[src/rtl/ws2812_frame_sequencer.sv]
// Pixel frame store and command source feeding a WS2812 controller.
// Streams a frame of pixels from RAM as TX answers, then one RESET (latch) answer.
//
//  state    | meaning
//  ---------+-----------------------------------------------------------
//  ST_IDLE  | no frame; answers IDLE, waits for a pending start
//  ST_TX    | presenting pixel[idx] with command TX
//  ST_END   | last pixel consumed; answers IDLE so controller enters init
//  ST_LATCH | answers RESET; consumption ends the frame
module ws2812_frame_sequencer #(
    parameter int MAX_PIXELS = 64,
    parameter int ADDR_W     = 6
) (
    input  logic              clk,
    input  logic              rst,
    input  logic              wr_en,
    input  logic [ADDR_W-1:0] wr_addr,
    input  logic [23:0]       wr_data,
    input  logic [ADDR_W:0]   num_pixels,
    input  logic              start,
    input  logic              cmd_request,
    input  logic              data_request,
    output logic [1:0]        command,
    output logic [7:0]        r,
    output logic [7:0]        g,
    output logic [7:0]        b,
    output logic              busy,
    output logic              frame_done
);

    localparam int CNT_W = ADDR_W + 1;

    localparam logic [1:0] ST_IDLE  = 2'd0;
    localparam logic [1:0] ST_TX    = 2'd1;
    localparam logic [1:0] ST_END   = 2'd2;
    localparam logic [1:0] ST_LATCH = 2'd3;

    localparam logic [1:0] CMD_IDLE  = 2'b00;
    localparam logic [1:0] CMD_TX    = 2'b01;
    localparam logic [1:0] CMD_RESET = 2'b10;

    localparam logic [CNT_W-1:0] MAX_LEN = CNT_W'(MAX_PIXELS);

    logic [23:0] pixel_mem [MAX_PIXELS];

    logic [1:0]       state_q, state_d;
    logic [CNT_W-1:0] idx_q, idx_d;
    logic [CNT_W-1:0] len_q, len_d;
    logic [1:0]       cmd_q, cmd_d;
    logic [23:0]      rgb_q, rgb_d;
    logic             busy_q, busy_d;
    logic             frame_done_q, frame_done_d;
    logic             start_pending_q, start_pending_d;
    logic             req_d_q;

    logic             req;
    logic             start_valid;
    logic             launch;
    logic [CNT_W-1:0] idx_next;
    logic [ADDR_W-1:0] rd_addr;
    logic [23:0]      rd_data;

    assign req         = cmd_request | data_request;
    assign start_valid = start && (num_pixels != '0) && (num_pixels <= MAX_LEN);
    assign idx_next    = idx_q + 1'b1;

    // Launch waits for a quiet request pipeline and skips the frame_done
    // cycle, so a back-to-back frame never presents TX right after the latch.
    assign launch = (state_q == ST_IDLE) && start_pending_q && !req && !req_d_q
                    && !frame_done_q;

    // Asynchronous read lets the next pixel be fetched and registered in the
    // same edge that retires the current answer.
    assign rd_addr = launch ? '0 : idx_next[ADDR_W-1:0];
    assign rd_data = pixel_mem[rd_addr];

    always_ff @(posedge clk) begin
        if (wr_en) begin
            pixel_mem[wr_addr] <= wr_data;
        end
    end

    always_comb begin
        state_d         = state_q;
        idx_d           = idx_q;
        len_d           = len_q;
        cmd_d           = cmd_q;
        rgb_d           = rgb_q;
        busy_d          = busy_q;
        frame_done_d    = 1'b0;
        start_pending_d = start_pending_q;

        case (state_q)
            ST_IDLE: begin
                if (launch) begin
                    len_d           = num_pixels;
                    idx_d           = '0;
                    rgb_d           = rd_data;
                    cmd_d           = CMD_TX;
                    busy_d          = 1'b1;
                    start_pending_d = 1'b0;
                    state_d         = ST_TX;
                end
            end
            ST_TX: begin
                if (req_d_q) begin
                    if (idx_next < len_q) begin
                        idx_d = idx_next;
                        rgb_d = rd_data;
                    end else begin
                        cmd_d   = CMD_IDLE;
                        state_d = ST_END;
                    end
                end
            end
            ST_END: begin
                if (req_d_q) begin
                    cmd_d   = CMD_RESET;
                    state_d = ST_LATCH;
                end
            end
            ST_LATCH: begin
                if (req_d_q) begin
                    frame_done_d = 1'b1;
                    busy_d       = 1'b0;
                    cmd_d        = CMD_IDLE;
                    state_d      = ST_IDLE;
                end
            end
            default: begin
                state_d = ST_IDLE;
                cmd_d   = CMD_IDLE;
                busy_d  = 1'b0;
            end
        endcase

        // A start seen in the launch cycle is a new request and stays pending.
        if (start_valid) begin
            start_pending_d = 1'b1;
        end
    end

    always_ff @(posedge clk) begin
        if (rst) begin
            state_q         <= ST_IDLE;
            idx_q           <= '0;
            len_q           <= '0;
            cmd_q           <= CMD_IDLE;
            rgb_q           <= '0;
            busy_q          <= 1'b0;
            frame_done_q    <= 1'b0;
            start_pending_q <= 1'b0;
            req_d_q         <= 1'b0;
        end else begin
            state_q         <= state_d;
            idx_q           <= idx_d;
            len_q           <= len_d;
            cmd_q           <= cmd_d;
            rgb_q           <= rgb_d;
            busy_q          <= busy_d;
            frame_done_q    <= frame_done_d;
            start_pending_q <= start_pending_d;
            req_d_q         <= req;
        end
    end

    assign command    = cmd_q;
    assign r          = rgb_q[23:16];
    assign g          = rgb_q[15:8];
    assign b          = rgb_q[7:0];
    assign busy       = busy_q;
    assign frame_done = frame_done_q;

endmodule

[config.mk]
export PLATFORM = sky130hd
export DESIGN_NAME = ws2812_frame_sequencer
export DESIGN_NICKNAME = d
export VERILOG_FILES = /design/src/rtl/ws2812_frame_sequencer.sv
export SDC_FILE = /design/constraint.sdc
export NUM_CORES = 2
export LEC_CHECK = 0
export CAP_MARGIN = 20
export CORE_MARGIN = 2
export CORE_UTILIZATION = 62
export DETAILED_ROUTE_END_ITERATION = 10
export PLACE_DENSITY_LB_ADDON = 0.08
export SKIP_CTS_REPAIR_TIMING = 1
export SLEW_MARGIN = 20
export SYNTH_ARGS = -nofsm -noshare
export SYNTH_HDL_FRONTEND = slang
export SYNTH_SLANG_ARGS = --single-unit
export TNS_END_PERCENT = 10
[constraint.sdc]
create_clock -name clk -period 3.7 [get_ports clk]
set_input_delay 0.74 -clock clk [delete_from_list [all_inputs] [get_ports clk]]
set_output_delay 0.74 -clock clk [all_outputs]
set_load 0.02 [all_outputs]
**Yosys cells after proc, flatten, opt, wreduce, memory -nomap -nowiden**

Memories as Yosys holds them, arrays and structs flattened.
Index checks and enable logic that the tools add are counted.

- Reductions and logical operators: 21
- Muxes and demuxes: 28
- Bitwise gates (word level): 2
- Order comparisons: 2
- Div/mod/pow operators: 0
- Shift-type cells: 0
- Add/sub/neg operators: 1
- Multiply operators: 0
- Equal/unequal tests: 9

Operators with widths:

| operator | number |
|---|---|
| 24-bit 2-to-1 mux | 3 |
| 24-bit case mux with 2 select lines | 1 |
| 7-bit 2-to-1 mux | 3 |
| 2-bit 2-to-1 mux | 8 |
| 2-bit case mux with 4 select lines | 2 |
| 7-bit case mux with 2 select lines | 1 |
| 2-bit inequality test, second input constant | 6 |
| 1-bit 2-to-1 mux | 8 |
| 2-bit nonzero test | 4 |
| 7-bit by 1-bit adder with 7-bit output, second input constant | 1 |
| 7-bit less-or-equal comparator, second input constant | 1 |
| 7-bit less-than comparator | 1 |
| 7-bit nonzero test | 1 |
| 1-bit logical AND | 6 |
| 6-bit 2-to-1 mux | 1 |
| 5-bit AND reduction | 1 |
| 2-bit equality test, second input constant | 2 |
| 2-bit AND reduction | 2 |
| 4-bit AND reduction | 1 |
| 1-bit logical NOT | 3 |
| 3-bit AND reduction | 1 |
| 2-bit by 1-bit equality test with 1-bit output, second input constant | 1 |
| 2-bit logical NOT | 1 |
| 1-bit case mux with 2 select lines | 1 |
| other kinds (3) | 3 |

- Logic and storage cells: 73
- Bits of input ports: 43
- Register bits after elaboration: 46
- RAM bits: 1536
- Memories: 1
- ROM bits: 0
- Output and inout bits: 28
- Bits in latches: 0

Memory list:

| name | depth | width | rd ports | clocked after Yosys merged registers in | wr ports | RTL line | text |
|---|---|---|---|---|---|---|---|
| pixel_mem | 64 | 24 | 1 | 0 | 1 | 44 | `logic [23:0] pixel_mem [MAX_PIXELS];` |

**Longest topological paths before layout**

An unclocked memory read counts as a cell.

- Word-level depth: 10
- Gate-level depth with buffers: 15
- Mapped depth without buffers: 12

**Worst setup path after synthesis**

OpenSTA, ideal clock, no wires.

- Kind: in2reg
- From: in wr_addr[3]
- To: mem pixel_mem[48][0] (enable)
- Library setup time: 0.435 ns
- Stages on the path: 4
- Setup slack: 0.358 ns
- Data required time: 3.265 ns
- Path buffers: 1
- Arrival time: 2.907 ns
- Cells stage by stage: clkbuf_1 > nor2b_1 > nand4b_1 > nor3_1

RTL lines:

| what | RTL line | text |
|---|---|---|
| start: declaration | 17 | `input logic [ADDR_W-1:0] wr_addr,` |
| end: declaration | 44 |  |

No word-level cell before the write port.

**Worst setup path in the final report**

- From: reg state_q[0]
- To: reg rgb_q[18]

- Word-level cells in the longest chain between the ends: 10
- Elaborated cells on any way between the ends: 17
- Those cells by class: 4 x eq/ne; 5 x mux; 7 x reduce/logical; 1 x memory

RTL lines:

| what | RTL line | text |
|---|---|---|
| start: declaration | 46 | `logic [1:0] state_q, state_d;` |
| start signal: assignment | 155 | `state_q <= state_d;` |
| 2-bit logical NOT | 69, 93 |  |
| 1-bit logical AND (3 in series) | 69 | `assign launch = (state_q == ST_IDLE) && start_pending_q && !req && !req_d_q` |
| 1-bit logical AND | 70 | `&& !frame_done_q;` |
| 6-bit 2-to-1 mux | 74 | `assign rd_addr = launch ? '0 : idx_next[ADDR_W-1:0];` |
| memory read 64 x 24 bit | - |  |
| 24-bit 2-to-1 mux | 107 | `if (idx_next < len_q) begin` |
| 24-bit 2-to-1 mux | 106 | `if (req_d_q) begin` |
| 24-bit case mux with 2 select lines | 93 | `case (state_q)` |
| end signal: assignment | 159 | `rgb_q <= rgb_d;` |
| end: declaration | 50 | `logic [23:0] rgb_q, rgb_d;` |

Several ways; a longest one is shown, not always the timed one. The select of a mux whose other input is x is not followed.
A chain may end at the register's enable or synchronous reset.

==> metrics.yaml <==
finish:
  nNetsFinal: 4368
  utilization_pct: 72.4
  fillCellCount: 6273
  syn2layout_area_growth_pct: 16.3
  drive_gt1_share_pct: 18.0
yosys:
  synth_seq_area_share_pct: 75.8
  yosys_warnings: 0
  syn-num-nets: 4084
  ys_seq_elements: 1582
  synthFlopType: "edfxtp_1"
  synth_edf_count: 1536
  syn_area_um2: 62000
  yosysUniqueCellTypes: 72
  syn_area_per_cell_um2: 15.4
  synth-async-reset-ratio_pct: 0
  synth_cells: 4029
sta:
  fmax_ghz: 0.274
  drv_slew: 0
  post-route-period-util_pct: 98.5
  hold_viol_final: 0
  slew_headroom_pct: 21.7
  setup_viol_count_final: 0
  fin_skew_ns: 0.0275
  setup_ws_ns: 0.0562
  worstMarginPinSlew_ns: 1.17
  min_period_ns: 3.64
  rsz0062_at_grt: "true"
setup_path:
  crit_chain: "inv_1 > ha_1 > and3b_1 > a21oi_4 > buf_12 > buf_12 > a21oi_1 > a32o_1 > o221ai_1 > o211ai_1 > o311ai_1"
  r2r-start: "state_q[0]$_SDFFE_PP0P_"
  cp_data_arrival_time_ns: 4.32
  r2r_slack_ns: 0.06
  worstSetupEndpointType: "flop"
  critPathMaxFanout: 55
  r2r-end: "rgb_q[18]$_SDFFE_PP0P_"
  crit_required_ns: 4.37
  crit_path_frequent_cell: "buf_12"
  cpPeakStageDelay_ns: 0.59
  critical_path_class: "reg -> reg"
  worst-r2r-cell-count: 11
  crit_end: "rgb_q[18]$_SDFFE_PP0P_"
  cp_slowest_cell: "o221ai_1"
  cp-startpoint: "state_q[0]$_SDFFE_PP0P_"
  crit_path_start_kind: "flop"
power:
  powerDensity_nw_per_um2: 539
  max-vdd-ir-drop_mv: 0.592
  leakagePower_uw: 0.0236
  finalPower_uw: 38900
place:
  place_ws_ns: -0.551
  port_buffers: 70
  place_congestion: 0.937
  place_hpwl_um: 110000
drt:
  vias: 39500
  drc: 0
  first_iter_violations: 6760
  wirelength_um: 184000
  drt_pre_antenna_iters: 7
  postRouteAntennaNets: 0
  avgRoutedWirePerCell_um: 32.1
  routed_via_density: 6.88
flow_run:
  maxCapViolCount: 0
die:
  start_util_pct: 62.2
  io_pins: 71
  fp.dieArea_um2: 103000
  coreArea_um2: 99700
  die_width_um: 320
  num_rows: 116
  fp.dieH_um: 320
global_route:
  grt_overflow_total: 0
  grt_pass1_vias: 37000
  grt_pass1_wl_um: 262000
  grt_use_total_pct: 36.0
  antenna_found_initial: 13
  grt_max_degree: 166
clock_tree:
  cts_tree: "built"
  cts_sinks: 1582
  clk_pin_slew_worst_paths_ns: 0.06
  clk_path_buf_depth: 3
  clk_latency_ns: 0.79
  h-tree-depth: 4
  root_buffer: "clkbuf_16"
  numCtsBuffers: 154
status:
  status: "complete, no violations"
min_path:
  hp-class: "in -> reg"
==> cell usage in the layout (no fill, tap or decap), drive strengths merged, types with 12 or more instances in the layout <==
cell | Yosys | routed
mux2i | 42 | 42
and3 | 57 | 57
a2111oi | 20 | 20
o211ai | 46 | 46
mux4 | 100 | 100
dfxtp | 46 | 46
clkbuf | 136 | 197
edfxtp | 1536 | 1536
o221ai | 62 | 62
nor3 | 48 | 48
bufinv | 0 | 16
a221o | 61 | 61
inv | 13 | 17
o21ai | 125 | 125
a211oi | 14 | 14
clkdlybuf4s50 | 0 | 46
a32o | 41 | 41
a31oi | 99 | 99
clkinv | 0 | 63
ha | 12 | 12
o22ai | 66 | 66
nand3 | 94 | 94
nor2 | 181 | 181
buf | 148 | 366
a21oi | 192 | 192
a221oi | 25 | 25
o31ai | 35 | 35
a32oi | 13 | 13
nand2 | 696 | 696
o311ai | 54 | 54
==> flip-flops by register name, summed over array words and instances (netlist names) <==
name             cells
len_q                7
pixel_mem         1536
start_pending_q      1
idx_q                7
state_q              2
command              2
rgb_q               24
frame_done           1
req_d_q              1
busy                 1
==> critical path: cells and delay by family (launching register included) <==
kind | cells | cell delay [ns]
fa+ha+maj | 1 | 0.29
simple gates | 1 | 0.32
flops | 1 | 0.38
compound gates | 6 | 1.85
buf+inv | 3 | 0.62
==> kinds of logic after synthesis <==
| group | count (synthesis) | share of synthesized area, % |
|---|---|---|
| fa+ha+maj | 12 | 0.242 |
| compound gates | 879 | 9.94 |
| xor+xnor | 5 | 0.107 |
| mux | 145 | 4.36 |
| simple gates | 1109 | 7.41 |
| buf+inv | 297 | 2.11 |
| flops | 1582 | 75.8 |
==> per-stage QoR <==
step / setup TNS (ns) / std cells / hold WS [ns] / instance area (um2)
2_1_floorplan: 0 / 4029 / 0.436 / 62000
3_3_place_gp: -4.96 / 5452 / 0.447 / 67000
3_5_place_dp: -5.84 / 5452 / 0.448 / 67000
4_1_cts: -0.289 / 5736 / 0.317 / 72100
5_1_grt: -0.00231 / 5739 / 0.340 / 72200
6_report: 0 / 5740 / 0.361 / 72200
==> power breakdown <==
| group | internal [uW] | leakage (uW) | switching [uW] |
|---|---|---|---|
| clock network | 9190 | 0.00250 | 6620 |
| logic | 1020 | 0.00690 | 2060 |
| registers | 19800 | 0.0142 | 176 |
| total | 30100 | 0.0236 | 8860 |
==> layout make-up <==
cell class | instances | area (um2) | share of cell area, %
Multi-Input combinational cell | 2150 | 14000 | 19.4
Clock buffer | 197 | 4220 | 5.85
Inverter | 13 | 56.3 | 0.0780
Clock inverter | 87 | 860 | 1.19
Antenna cell | 1 | 2.50 | 0.00347
Tap cell | 1298 | 1620 | 2.25
Sequential cell | 1582 | 47100 | 65.2
Timing Repair Buffer | 412 | 4370 | 6.05
==> worst min-delay path by stage <==
| stage | startpoint | endpoint | slack [ns] | depth (start not counted) |
|---|---|---|---|---|
| after floorplan | len_q[0]$_SDFFE_PP0P_ | len_q[0]$_SDFFE_PP0P_ | 0.44 | 2 |
| after global placement | len_q[5]$_SDFFE_PP0P_ | len_q[5]$_SDFFE_PP0P_ | 0.45 | 2 |
| after detailed placement | len_q[3]$_SDFFE_PP0P_ | len_q[3]$_SDFFE_PP0P_ | 0.45 | 2 |
| after CTS | wr_data[0] | pixel_mem[55][0]$_DFFE_PP_ | 0.32 | 1 |
| after global routing | wr_data[0] | pixel_mem[55][0]$_DFFE_PP_ | 0.34 | 1 |
| final | wr_data[0] | pixel_mem[51][0]$_DFFE_PP_ | 0.36 | 1 |
==> layer usage <==
| metal | vias up | wire length, um | GRT usage [%] |
|---|---|---|---|
| met4 | 4 | 9150 | 16.4 |
| met5 | - | 21 | 0 |
| met2 | 2826 | 84900 | 54.8 |
| met3 | 410 | 21800 | 6.95 |
| met1 | 19800 | 68300 | 51.2 |
| li1 | 16500 | - | - |
==> cell usage after synthesis, types with 12 or more instances <==
cell type  number  share of area (%)
a211oi_1       14               0.17
o311ai_0       17               0.24
o22ai_1        66               0.67
a21oi_1       190                1.5
ha_1           12               0.24
a32oi_1        13               0.18
o21ai_0       119               0.96
o211ai_1       45               0.54
buf_1          20               0.12
a32o_1         41               0.66
nor2_1        179                1.1
o221ai_1       62               0.88
a2111oi_0      19               0.27
o31ai_1        35               0.42
clkbuf_1      135               0.82
edfxtp_1     1536                 74
mux4_2        100                3.6
buf_4          13               0.16
nor3_1         47               0.38
nand2_1       695                4.2
a221o_1        61               0.98
a221oi_1       25               0.35
a31oi_1        98               0.99
o311ai_1       37               0.52
and3_1         57               0.57
nand3_1        94               0.76
dfxtp_1        46                1.5
buf_2         115               0.93
mux2i_1        42               0.68
Note: power is estimated with default switching activity, not from simulation.
